===== src/rtl/mmu_pkg.sv =====
// Shared opcodes, exception codes, TLB entry layout and FSM states for the MMU responder.
// Latency: none (types and constants only).
// Backpressure: n/a.
package mmu_pkg;

    // Memory operation opcodes carried on mmu_opt.
    localparam int MEM_OPT_WIDTH = 3;
    localparam logic [MEM_OPT_WIDTH-1:0] MEM_OPT_NONE = 3'd0;
    localparam logic [MEM_OPT_WIDTH-1:0] MEM_OPT_LB   = 3'd1;
    localparam logic [MEM_OPT_WIDTH-1:0] MEM_OPT_LBU  = 3'd2;
    localparam logic [MEM_OPT_WIDTH-1:0] MEM_OPT_LW   = 3'd3;
    localparam logic [MEM_OPT_WIDTH-1:0] MEM_OPT_SB   = 3'd4;
    localparam logic [MEM_OPT_WIDTH-1:0] MEM_OPT_SW   = 3'd5;

    // Exception codes; MIPS numbering for the faults, an unused code for "no fault".
    localparam int EXC_CODE_WIDTH = 5;
    localparam logic [EXC_CODE_WIDTH-1:0] EC_NONE = 5'h1F;
    localparam logic [EXC_CODE_WIDTH-1:0] EC_MOD  = 5'h01;
    localparam logic [EXC_CODE_WIDTH-1:0] EC_TLBL = 5'h02;
    localparam logic [EXC_CODE_WIDTH-1:0] EC_TLBS = 5'h03;
    localparam logic [EXC_CODE_WIDTH-1:0] EC_ADEL = 5'h04;
    localparam logic [EXC_CODE_WIDTH-1:0] EC_ADES = 5'h05;

    // TLB geometry: entry is {VPN2, PFN1, D1, V1, PFN0, D0, V0}.
    localparam int TLB_INDEX_WIDTH        = 4;
    localparam int TLB_ENTRY_WIDTH        = 19 + 20 + 1 + 1 + 20 + 1 + 1;
    localparam int TLB_WRITE_STRUCT_WIDTH = 1 + TLB_INDEX_WIDTH + TLB_ENTRY_WIDTH;

    typedef struct packed {
        logic [18:0] vpn2;
        logic [19:0] pfn1;
        logic        d1;
        logic        v1;
        logic [19:0] pfn0;
        logic        d0;
        logic        v0;
    } tlb_entry_t;

    typedef struct packed {
        logic                       en;
        logic [TLB_INDEX_WIDTH-1:0] idx;
        tlb_entry_t                 entry;
    } tlb_write_t;

    typedef enum logic [1:0] {
        ST_IDLE  = 2'd0,
        ST_XLATE = 2'd1,
        ST_BUS   = 2'd2
    } state_e;

    function automatic logic op_is_store(input logic [MEM_OPT_WIDTH-1:0] op);
        return (op == MEM_OPT_SB) || (op == MEM_OPT_SW);
    endfunction

    function automatic logic op_is_word(input logic [MEM_OPT_WIDTH-1:0] op);
        return (op == MEM_OPT_LW) || (op == MEM_OPT_SW);
    endfunction

endpackage


===== src/rtl/mmu_tlb_lookup.sv =====
// Fully associative TLB: entry array, write port, combinational VPN2 match with lowest-index priority.
// Latency: writes visible from the posedge after the strobe; lookup is combinational on current contents.
// Backpressure: none; a write is taken on any posedge with wr_en_i high.
module mmu_tlb_lookup
    import mmu_pkg::*;
#(
    parameter int TLB_NR_ENTRY = 16
) (
    input  logic                       clk,
    input  logic                       rst,
    input  logic                       wr_en_i,
    input  logic [TLB_INDEX_WIDTH-1:0] wr_idx_i,
    input  tlb_entry_t                 wr_entry_i,
    input  logic [18:0]                vpn2_i,
    input  logic                       odd_i,
    output logic                       hit_o,
    output logic [19:0]                pfn_o,
    output logic                       v_o,
    output logic                       d_o
);

    tlb_entry_t entry_q [TLB_NR_ENTRY];

    // Entry array; reset clears every entry so all pages start invalid.
    always_ff @(posedge clk or negedge rst) begin
        if (!rst) begin
            for (int i = 0; i < TLB_NR_ENTRY; i++) begin
                entry_q[i] <= '0;
            end
        end else if (wr_en_i) begin
            entry_q[wr_idx_i] <= wr_entry_i;
        end
    end

    // Match on VPN2 only; scanning downwards lets the lowest matching index overwrite the result.
    always_comb begin
        hit_o = 1'b0;
        pfn_o = '0;
        v_o   = 1'b0;
        d_o   = 1'b0;
        for (int i = TLB_NR_ENTRY - 1; i >= 0; i--) begin
            if (entry_q[i].vpn2 == vpn2_i) begin
                hit_o = 1'b1;
                pfn_o = odd_i ? entry_q[i].pfn1 : entry_q[i].pfn0;
                v_o   = odd_i ? entry_q[i].v1   : entry_q[i].v0;
                d_o   = odd_i ? entry_q[i].d1   : entry_q[i].d0;
            end
        end
    end

endmodule


===== src/rtl/mmu.sv =====
// MMU responder: latches an op pulse, translates (kseg0/1 window or TLB when MMU_TLB_EN is defined), runs one req/ack bus cycle.
// Latency: accept -> busy low in 1 cycle on a fault, 2+k cycles on success (k = cycles of ack wait).
// Backpressure: mmu_busy high while a request is in flight; op pulses seen while busy are dropped; phy_req held until phy_ack.
module mmu
    import mmu_pkg::*;
#(
    parameter int TLB_NR_ENTRY = 16
) (
    input  logic                              clk,
    input  logic                              rst,
    input  logic [TLB_WRITE_STRUCT_WIDTH-1:0] tlb_write_struct,
    input  logic [MEM_OPT_WIDTH-1:0]          mmu_opt,
    input  logic [31:0]                       mmu_addr,
    input  logic [31:0]                       mmu_data_out,
    output logic [31:0]                       mmu_data_in,
    output logic [EXC_CODE_WIDTH-1:0]         mmu_exc_code,
    output logic                              mmu_busy,
    output logic [31:0]                       phy_addr,
    output logic [31:0]                       phy_wdata,
    output logic [3:0]                        phy_be,
    output logic                              phy_we,
    output logic                              phy_req,
    input  logic [31:0]                       phy_rdata,
    input  logic                              phy_ack
);

    state_e                      state_q, state_d;
    logic [MEM_OPT_WIDTH-1:0]    op_q, op_d;
    logic [31:0]                 addr_q, addr_d;
    logic [31:0]                 wdat_q, wdat_d;
    logic                        busy_q, busy_d;
    logic [EXC_CODE_WIDTH-1:0]   exc_q, exc_d;
    logic [31:0]                 rdat_q, rdat_d;
    logic                        req_q, req_d;
    logic [31:0]                 paddr_q, paddr_d;
    logic [31:0]                 pwdat_q, pwdat_d;
    logic [3:0]                  be_q, be_d;
    logic                        we_q, we_d;

    // Translation source for the latched address.
    logic        unmapped;
    logic        tlb_hit;
    logic [19:0] tlb_pfn;
    logic        tlb_v;
    logic        tlb_d;

`ifdef MMU_TLB_EN
    tlb_write_t tlb_wr;
    assign tlb_wr = tlb_write_t'(tlb_write_struct);

    mmu_tlb_lookup #(
        .TLB_NR_ENTRY (TLB_NR_ENTRY)
    ) u_tlb (
        .clk        (clk),
        .rst        (rst),
        .wr_en_i    (tlb_wr.en),
        .wr_idx_i   (tlb_wr.idx),
        .wr_entry_i (tlb_wr.entry),
        .vpn2_i     (addr_q[31:13]),
        .odd_i      (addr_q[12]),
        .hit_o      (tlb_hit),
        .pfn_o      (tlb_pfn),
        .v_o        (tlb_v),
        .d_o        (tlb_d)
    );

    // kseg0/kseg1 (0x8000_0000..0xBFFF_FFFF) bypass the TLB.
    assign unmapped = (addr_q[31:30] == 2'b10);
`else
    // Without a TLB every address folds into the low 512 MB window and TLB writes are dropped.
    logic unused_cfg;
    assign unmapped   = 1'b1;
    assign tlb_hit    = 1'b0;
    assign tlb_pfn    = '0;
    assign tlb_v      = 1'b0;
    assign tlb_d      = 1'b0;
    assign unused_cfg = (^tlb_write_struct) ^ (^addr_q[31:29]) ^ (TLB_NR_ENTRY == 0);
`endif

    logic                      st;
    logic                      wd;
    logic                      xl_fault;
    logic [EXC_CODE_WIDTH-1:0] xl_exc;
    logic [31:0]               xl_pa;
    logic [3:0]                xl_be;
    logic [31:0]               xl_wdat;
    logic [7:0]                ld_byte;
    logic [31:0]               ld_data;

    assign st = op_is_store(op_q);
    assign wd = op_is_word(op_q);

    // Fault classification and physical address for the latched request.
    always_comb begin
        xl_fault = 1'b0;
        xl_exc   = EC_NONE;
        xl_pa    = '0;
        if (wd && (addr_q[1:0] != 2'b00)) begin
            xl_fault = 1'b1;
            xl_exc   = st ? EC_ADES : EC_ADEL;
        end else if (unmapped) begin
            xl_pa = {3'b000, addr_q[28:2], 2'b00};
        end else if (!tlb_hit || !tlb_v) begin
            xl_fault = 1'b1;
            xl_exc   = st ? EC_TLBS : EC_TLBL;
        end else if (st && !tlb_d) begin
            xl_fault = 1'b1;
            xl_exc   = EC_MOD;
        end else begin
            xl_pa = {tlb_pfn, addr_q[11:2], 2'b00};
        end
    end

    // Little-endian lane selection for stores and load extraction.
    always_comb begin
        xl_be   = wd ? 4'b1111 : (4'b0001 << addr_q[1:0]);
        xl_wdat = wd ? wdat_q : {4{wdat_q[7:0]}};
        case (addr_q[1:0])
            2'd0:    ld_byte = phy_rdata[7:0];
            2'd1:    ld_byte = phy_rdata[15:8];
            2'd2:    ld_byte = phy_rdata[23:16];
            default: ld_byte = phy_rdata[31:24];
        endcase
        if (op_q == MEM_OPT_LB) begin
            ld_data = {{24{ld_byte[7]}}, ld_byte};
        end else if (op_q == MEM_OPT_LBU) begin
            ld_data = {24'h0, ld_byte};
        end else begin
            ld_data = phy_rdata;
        end
    end

    // Next state: accept in IDLE, resolve in XLATE, wait for ack in BUS.
    always_comb begin
        state_d = state_q;
        op_d    = op_q;
        addr_d  = addr_q;
        wdat_d  = wdat_q;
        busy_d  = busy_q;
        exc_d   = exc_q;
        rdat_d  = rdat_q;
        req_d   = req_q;
        paddr_d = paddr_q;
        pwdat_d = pwdat_q;
        be_d    = be_q;
        we_d    = we_q;
        unique case (state_q)
            ST_IDLE: begin
                if (mmu_opt != MEM_OPT_NONE) begin
                    op_d    = mmu_opt;
                    addr_d  = mmu_addr;
                    wdat_d  = mmu_data_out;
                    busy_d  = 1'b1;
                    exc_d   = EC_NONE;
                    state_d = ST_XLATE;
                end
            end
            ST_XLATE: begin
                if (xl_fault) begin
                    exc_d   = xl_exc;
                    busy_d  = 1'b0;
                    state_d = ST_IDLE;
                end else begin
                    req_d   = 1'b1;
                    paddr_d = xl_pa;
                    be_d    = xl_be;
                    we_d    = st;
                    pwdat_d = xl_wdat;
                    state_d = ST_BUS;
                end
            end
            ST_BUS: begin
                if (phy_ack) begin
                    req_d   = 1'b0;
                    busy_d  = 1'b0;
                    state_d = ST_IDLE;
                    if (!st) begin
                        rdat_d = ld_data;
                    end
                end
            end
            default: state_d = ST_IDLE;
        endcase
    end

    // State and output registers; async reset abandons any bus cycle immediately.
    always_ff @(posedge clk or negedge rst) begin
        if (!rst) begin
            state_q <= ST_IDLE;
            op_q    <= MEM_OPT_NONE;
            addr_q  <= '0;
            wdat_q  <= '0;
            busy_q  <= 1'b0;
            exc_q   <= EC_NONE;
            rdat_q  <= '0;
            req_q   <= 1'b0;
            paddr_q <= '0;
            pwdat_q <= '0;
            be_q    <= '0;
            we_q    <= 1'b0;
        end else begin
            state_q <= state_d;
            op_q    <= op_d;
            addr_q  <= addr_d;
            wdat_q  <= wdat_d;
            busy_q  <= busy_d;
            exc_q   <= exc_d;
            rdat_q  <= rdat_d;
            req_q   <= req_d;
            paddr_q <= paddr_d;
            pwdat_q <= pwdat_d;
            be_q    <= be_d;
            we_q    <= we_d;
        end
    end

    assign mmu_busy     = busy_q;
    assign mmu_exc_code = exc_q;
    assign mmu_data_in  = rdat_q;
    assign phy_req      = req_q;
    assign phy_addr     = paddr_q;
    assign phy_wdata    = pwdat_q;
    assign phy_be       = be_q;
    assign phy_we       = we_q;

endmodule


===== config.mk =====
export PLATFORM = sky130hd
export DESIGN_NAME = mmu
export DESIGN_NICKNAME = d
export VERILOG_FILES = /design/src/rtl/mmu_pkg.sv /design/src/rtl/mmu_tlb_lookup.sv /design/src/rtl/mmu.sv
export SDC_FILE = /design/constraint.sdc
export NUM_CORES = 1
export LEC_CHECK = 0
export ABC_AREA = 1
export CAP_MARGIN = 15
export CORE_UTILIZATION = 27
export CTS_BUF_LIST = sky130_fd_sc_hd__clkbuf_4 sky130_fd_sc_hd__clkbuf_8
export CTS_CLUSTER_SIZE = 28
export DETAILED_ROUTE_END_ITERATION = 10
export HOLD_SLACK_MARGIN = 0.15
export PLACE_DENSITY_LB_ADDON = 0.1
export SYNTH_ARGS = -nofsm -noshare
export SYNTH_HDL_FRONTEND = slang
export SYNTH_HIERARCHICAL = 1
export SYNTH_SLANG_ARGS = --single-unit

===== constraint.sdc =====
create_clock -name clk -period 1.4 [get_ports clk]
set_input_delay 0.28 -clock clk [delete_from_list [all_inputs] [get_ports clk]]
set_output_delay 0.28 -clock clk [all_outputs]
set_load 0.02 [all_outputs]

# --- Word level (Yosys, flattened, before mapping) ---
# Cells that the tools add are included.
totals:
  romBits: 0
  ramBits: 0
  out_inout_bits: 108
  mem_count: 0
  regBits: 174
  latch_bits: 0
  word_cells: 67
  inputBits: 170
op_classes:
  n_reduce_logical: 17
  n_shift: 1
  addsub: 0
  mul: 0
  magnitude_cmp: 0
  mux: 22
  eq_ne: 13
  n_div: 0
  bitwise_logic: 2
ops:
  columns: ["cell", "count"]
  rows:
  - ["$mux 32", 3]
  - ["$mux 29", 1]
  - ["$pmux 8 s3", 1]
  - ["$mux 5", 3]
  - ["$pmux 5 s2", 1]
  - ["$reduce_and 3->1", 3]
  - ["$ne 2x2->1 const B", 4]
  - ["$eq 3x2->1 const B", 2]
  - ["$eq 3x3->1 const B", 2]
  - ["$mux 1", 6]
  - ["$mux 2", 3]
  - ["$pmux 2 s3", 1]
  - ["$reduce_and 2->1", 3]
  - ["$reduce_bool 2->1", 3]
  - ["$reduce_bool 3->1", 2]
  - ["$eq 2x1->1 const B", 2]
  - ["$eq 2x2->1 const B", 2]
  - ["$logic_not 2->1", 2]
  - ["$mux 4", 1]
  - ["$reduce_and 4->1", 1]
  - ["$shl 1x2->4 const A", 1]
  - ["$eq 3x1->1 const B", 1]
  - ["$pmux 1 s3", 1]
  - ["$logic_or 1x1->1", 2]
  - ["3 further kinds", 4]

# --- Logic depth before layout (Yosys ltp) ---
logic_depth:
  depth_word: 6
  mapped_depth: 10
  ltp_nobuf: 9

# --- Least setup slack after synthesis ---
# No wires, ideal clock.
synth_path:
  path_kind: "register to register"
  start: "register state_q[0]"
  end: "register rdat_q[22], in the netlist mmu_data_in[22]"
  path_stages_with_launch: 9
  arrival_ps: 1268
  setup_time_ps: 120
  path_buffers: 1
  period_less_slack_ps: 1387
  t_required_ps: 1280
  setup_slack_ps: 13
  path_cell_list: "dfrtp_1 inv_1 ha_1 nand2_1 nor2_1 clkbuf_1 nand2_1 inv_1 a21oi_2"
synth_between:
  elab_chain_cells: 2
synth_rtl:
  columns: ["element", "line", "source"]
  rows:
  - ["from (decl)", "mmu.sv:27", "state_e state_q, state_d;"]
  - ["from (signal assigned)", "mmu.sv:202", "state_q <= state_d;"]
  - ["$eq 2x2->1", "mmu.sv:147", "unique case (state_q)"]
  - ["$reduce_and 3->1 (no line)", null, null]
  - ["to (signal assigned)", "mmu.sv:208", "rdat_q <= rdat_d;"]
  - ["to (decl)", "mmu.sv:33", "logic [31:0] rdat_q, rdat_d;"]
# Every way passes these cells.
# A chain may end at the register's enable or synchronous reset.

# --- Worst setup path in the final report ---
layout_path:
  start: "register op_q[2]"
  end: "register paddr_q[17], in the netlist phy_addr[17]"
layout_between:
  elab_chain_cells: 6
  word_cells_on_any_way: 8
  cone_classes: "eq/ne (2); mux (2); bitwise (1); reduce/logical (3)"
layout_rtl:
  columns: ["element", "line", "source"]
  rows:
  - ["from (decl)", "mmu.sv:28", "logic [MEM_OPT_WIDTH-1:0] op_q, op_d;"]
  - ["from (signal assigned)", "mmu.sv:203", "op_q <= op_d;"]
  - ["$eq 3x2->1 / $eq 3x3->1 (equally long branches)", "mmu_pkg.sv:56", "return (op == MEM_OPT_LW) || (op == MEM_OPT_SW);"]
  - ["$logic_or 1x1->1 (*)", "mmu_pkg.sv:56", null]
  - ["$logic_and 1x1->1 (*)", "mmu.sv:98", "if (wd && (addr_q[1:0] != 2'b00)) begin"]
  - ["$mux 1", "mmu.sv:98", null]
  - ["$not 1->1 (no line)", null, null]
  - ["$reduce_and 2->1 (no line)", null, null]
  - ["to (signal assigned)", "mmu.sv:210", "paddr_q <= paddr_d;"]
  - ["to (decl)", "mmu.sv:35", "logic [31:0] paddr_q, paddr_d;"]
# Mark *: on every way between the ends. The rest lies on a longest branch, timed or not.

==> reports/results.txt <==
Mean Syn Cell Area = 7.953 sq um
Drt pass-1 iters = 4
Post-DP Area = 10,400 sq um
Remaining routing DRC violations = 0
CTS Buffer Depth = 2
VDD IR max = 924.5 uV
Slack of the critical path = -0.07753 ns
Crit path arrival time = 1.85 ns
Port bufs = 200
Outcome = complete, but fails checks
Routability cong. = 0.8107
Syn. warnings = 6
Cell Area, Synth = 7500 sq um
Final #Nets = 1,374
Routed WL per cell = 15.05 um
Worst EP required = 1.77 ns
LEAKAGE = 5.845 nW
Failing checks = negative setup slack
Worst-path clk slew = 0.11 ns
Unrepaired setup endpoints after global routing = true
Final non-filler cell total = 1,586
Power Density = 2456 nW/um^2
Total Wirelength = 23.87 mm
Global-route total usage across every layer = 16.38%
Cell Rows = 60
First-pass GRT wire length = 36.07 mm
Final hold violations = 0
H-tree Lvls = 4
Core Region = 27,100 sq um
Achievable Freq = 676.8 MHz
Vias per std cell = 4.182
Setup violators final = 37
WS Path Type = reg2reg
Clock Skews = 0.01779 ns
Setup TNS = -1.343 ns
Post-route cell area = 11,020 sq um
Total vias in the final route = 6,633
Clock buffers created by TritonCTS = 17
Worst-Skew Late Latency = 0.46 ns
Root cell of the clock tree = clkbuf_8
Crit. End Element = register
Die Wd = 168.7 um
Seq/Total Area, Yosys = 55.42%
Die ar. = 28,450 sq um
Critical-path maximum fanout = 9
Pin count of the biggest net entering global routing = 47
Min-delay worst type = in2async
Min Clock Period, post-route = 1.478 ns
ANT nets after route = 0
Total gr overflow = 0
Register bit count reported by yosys = 166
Max-cap violations = 0
Power, Total = 27.07 mW
Yosys cell types = 25
Starting Density = 27.67%
Placed cells = 1,528
Area Growth Syn to Fin = 47.00%
Dpl hpwl = 16.15 mm
Initial antenna violation count = 2
Io pins = 278
TritonCTS clock tree = built
Mapped Cells = 943
Critical path startpoint category = register
Vias in the first global route = 6,660
Layout cells sized above 1 = 25.64%
Fin crit share = 105.5%
DR iter-0 viols = 362
Fin Hold WS = 0.2287 ns
DIE HEIGHT = 168.7 um
Clock sinks = 166
Count of pins over their slew limit = 0
[report_power, final]
part,total (mW),switching [mW],leakage [nW],internal [mW]
clock,3.58,2.06,0.203,1.52
combinational,15.0,8.80,3.61,6.22
sequential,8.48,1.34,2.03,7.14
total,27.1,12.2,5.84,14.9
[synth_stat cells (all sizes together)]
| master | count | area [sq um] |
|---|---|---|
| a21oi | 34 | 245.2 |
| nor2 | 56 | 210.2 |
| o21ai | 39 | 195.2 |
| buf | 43 | 280.3 |
| nand3b | 1 | 7.510 |
| clkbuf | 11 | 41.29 |
| nand3 | 54 | 287.8 |
| dfrtp | 164 | 4104 |
| dfstp | 2 | 52.55 |
| inv | 73 | 274.0 |
| nand4 | 3 | 18.77 |
| nand2 | 455 | 1713 |
| or2 | 2 | 12.52 |
| conb | 2 | 7.510 |
| ha | 4 | 50.05 |
[sequential cells by signal (all words and copies together) (netlist names)]
| name | flops |
|---|---|
| op_q | 3 |
| phy_addr | 27 |
| wdat_q | 32 |
| mmu_busy | 1 |
| phy_wdata | 32 |
| state_q | 2 |
| mmu_data_in | 32 |
| phy_be | 4 |
| addr_q | 29 |
| phy_we | 1 |
| mmu_exc_code | 2 |
| phy_req | 1 |
[final timing paths]
kind                                   endpoint  slack (ns)             from  cells after the start
worst min register to register  mmu_exc_code[0]        0.46  mmu_exc_code[0]                      2
worst max-delay path               phy_addr[17]       -0.08          op_q[2]                      7
worst min-delay path             mmu_data_in[5]        0.23              rst                      2
max in group asynchronous         phy_wdata[29]        0.50              rst                      4
min in group clk                      addr_q[9]        0.34      mmu_addr[9]                      3
worst max register to register     phy_addr[17]       -0.08          op_q[2]                      7
[final cells by class]
type | count | area [sq um]
clock inverter | 14 | 160.2
tap | 372 | 465.4
clock buffer | 18 | 241.5
fill | 2859 | 16080
timing repair buffer | 287 | 2710
timing repair inverter | 1 | 11.26
multi-input combinational | 654 | 2969
sequential | 166 | 4160
antenna | 1 | 2.502
inverter | 73 | 304.0
[logic make-up after synthesis]
group	share of synthesized area [%]
other	0.1001
DFF	55.42
adders and majority gates	0.6674
AOI/OAI and AO/OA	5.873
and+or+nand+nor	30.00
buffers and inverters	7.941
[routing by layer]
metal  share of wire, %  up-vias  routed length [um]  global-route usage [%]
li1                   -     3393                   -                       -
met1                 47     3069               11110                   22.12
met2                 47      157               11110                   25.75
met3                6.0       14                1432                   4.770
met4               0.88        0                 211                   3.874
met5                  0        -                   0                       0
[stage by stage]
stage	worst slack, ns	util [%]
final	-0.07753	40.68
after global routing	-0.1451	40.67
after CTS	-0.1196	39.01
after detailed placement	-0.2433	38.36
after global placement	-0.2275	38.36
after floorplan	0.01271	-
[worst max-delay path, cell delays in order (launching register included)]
cell and delay, ns:
dfrtp_1 0.42, inv_2 0.12, nand2_1 0.15, nand3_4 0.14, nand2_8 0.10, buf_12 0.17, clkbuf_16 0.15, o21ai_0 0.15
[cells in the final DEF, fill, tap and decap left out, types with 4 or more instances in the layout]
master           synthesis  layout
buf_12                   0      20
clkdlybuf4s50_1          0      97
conb_1                   2       6
buf_8                    0       6
clkbuf_16                0      10
nand2_1                453     429
clkbuf_8                 0      17
inv_1                   66      54
inv_6                    0       4
nand2_2                  2      20
nand2_4                  0       4
nor2_1                  56      48
inv_8                    0       6
o21ai_1                  1       6
o21ai_0                 38      33
buf_4                   14      41
buf_6                    5      12
nand3_1                 52      48
buf_2                   23      98
inv_2                    7      15
nor2_2                   0       6
dfrtp_1                164     161
nand3_2                  1       4
a21oi_1                 14      13
a21oi_2                 20      21
[what timing repair did]
action	in CTS	in global routing
cloned	1	12
hold buffers	1	0
pin swaps	6	14
buffers inserted	12	2
hold endpoints to repair	121	0
resized for setup	471	66
setup endpoints to repair	245	168
No activity file was read; power rests on OpenSTA's default activity.
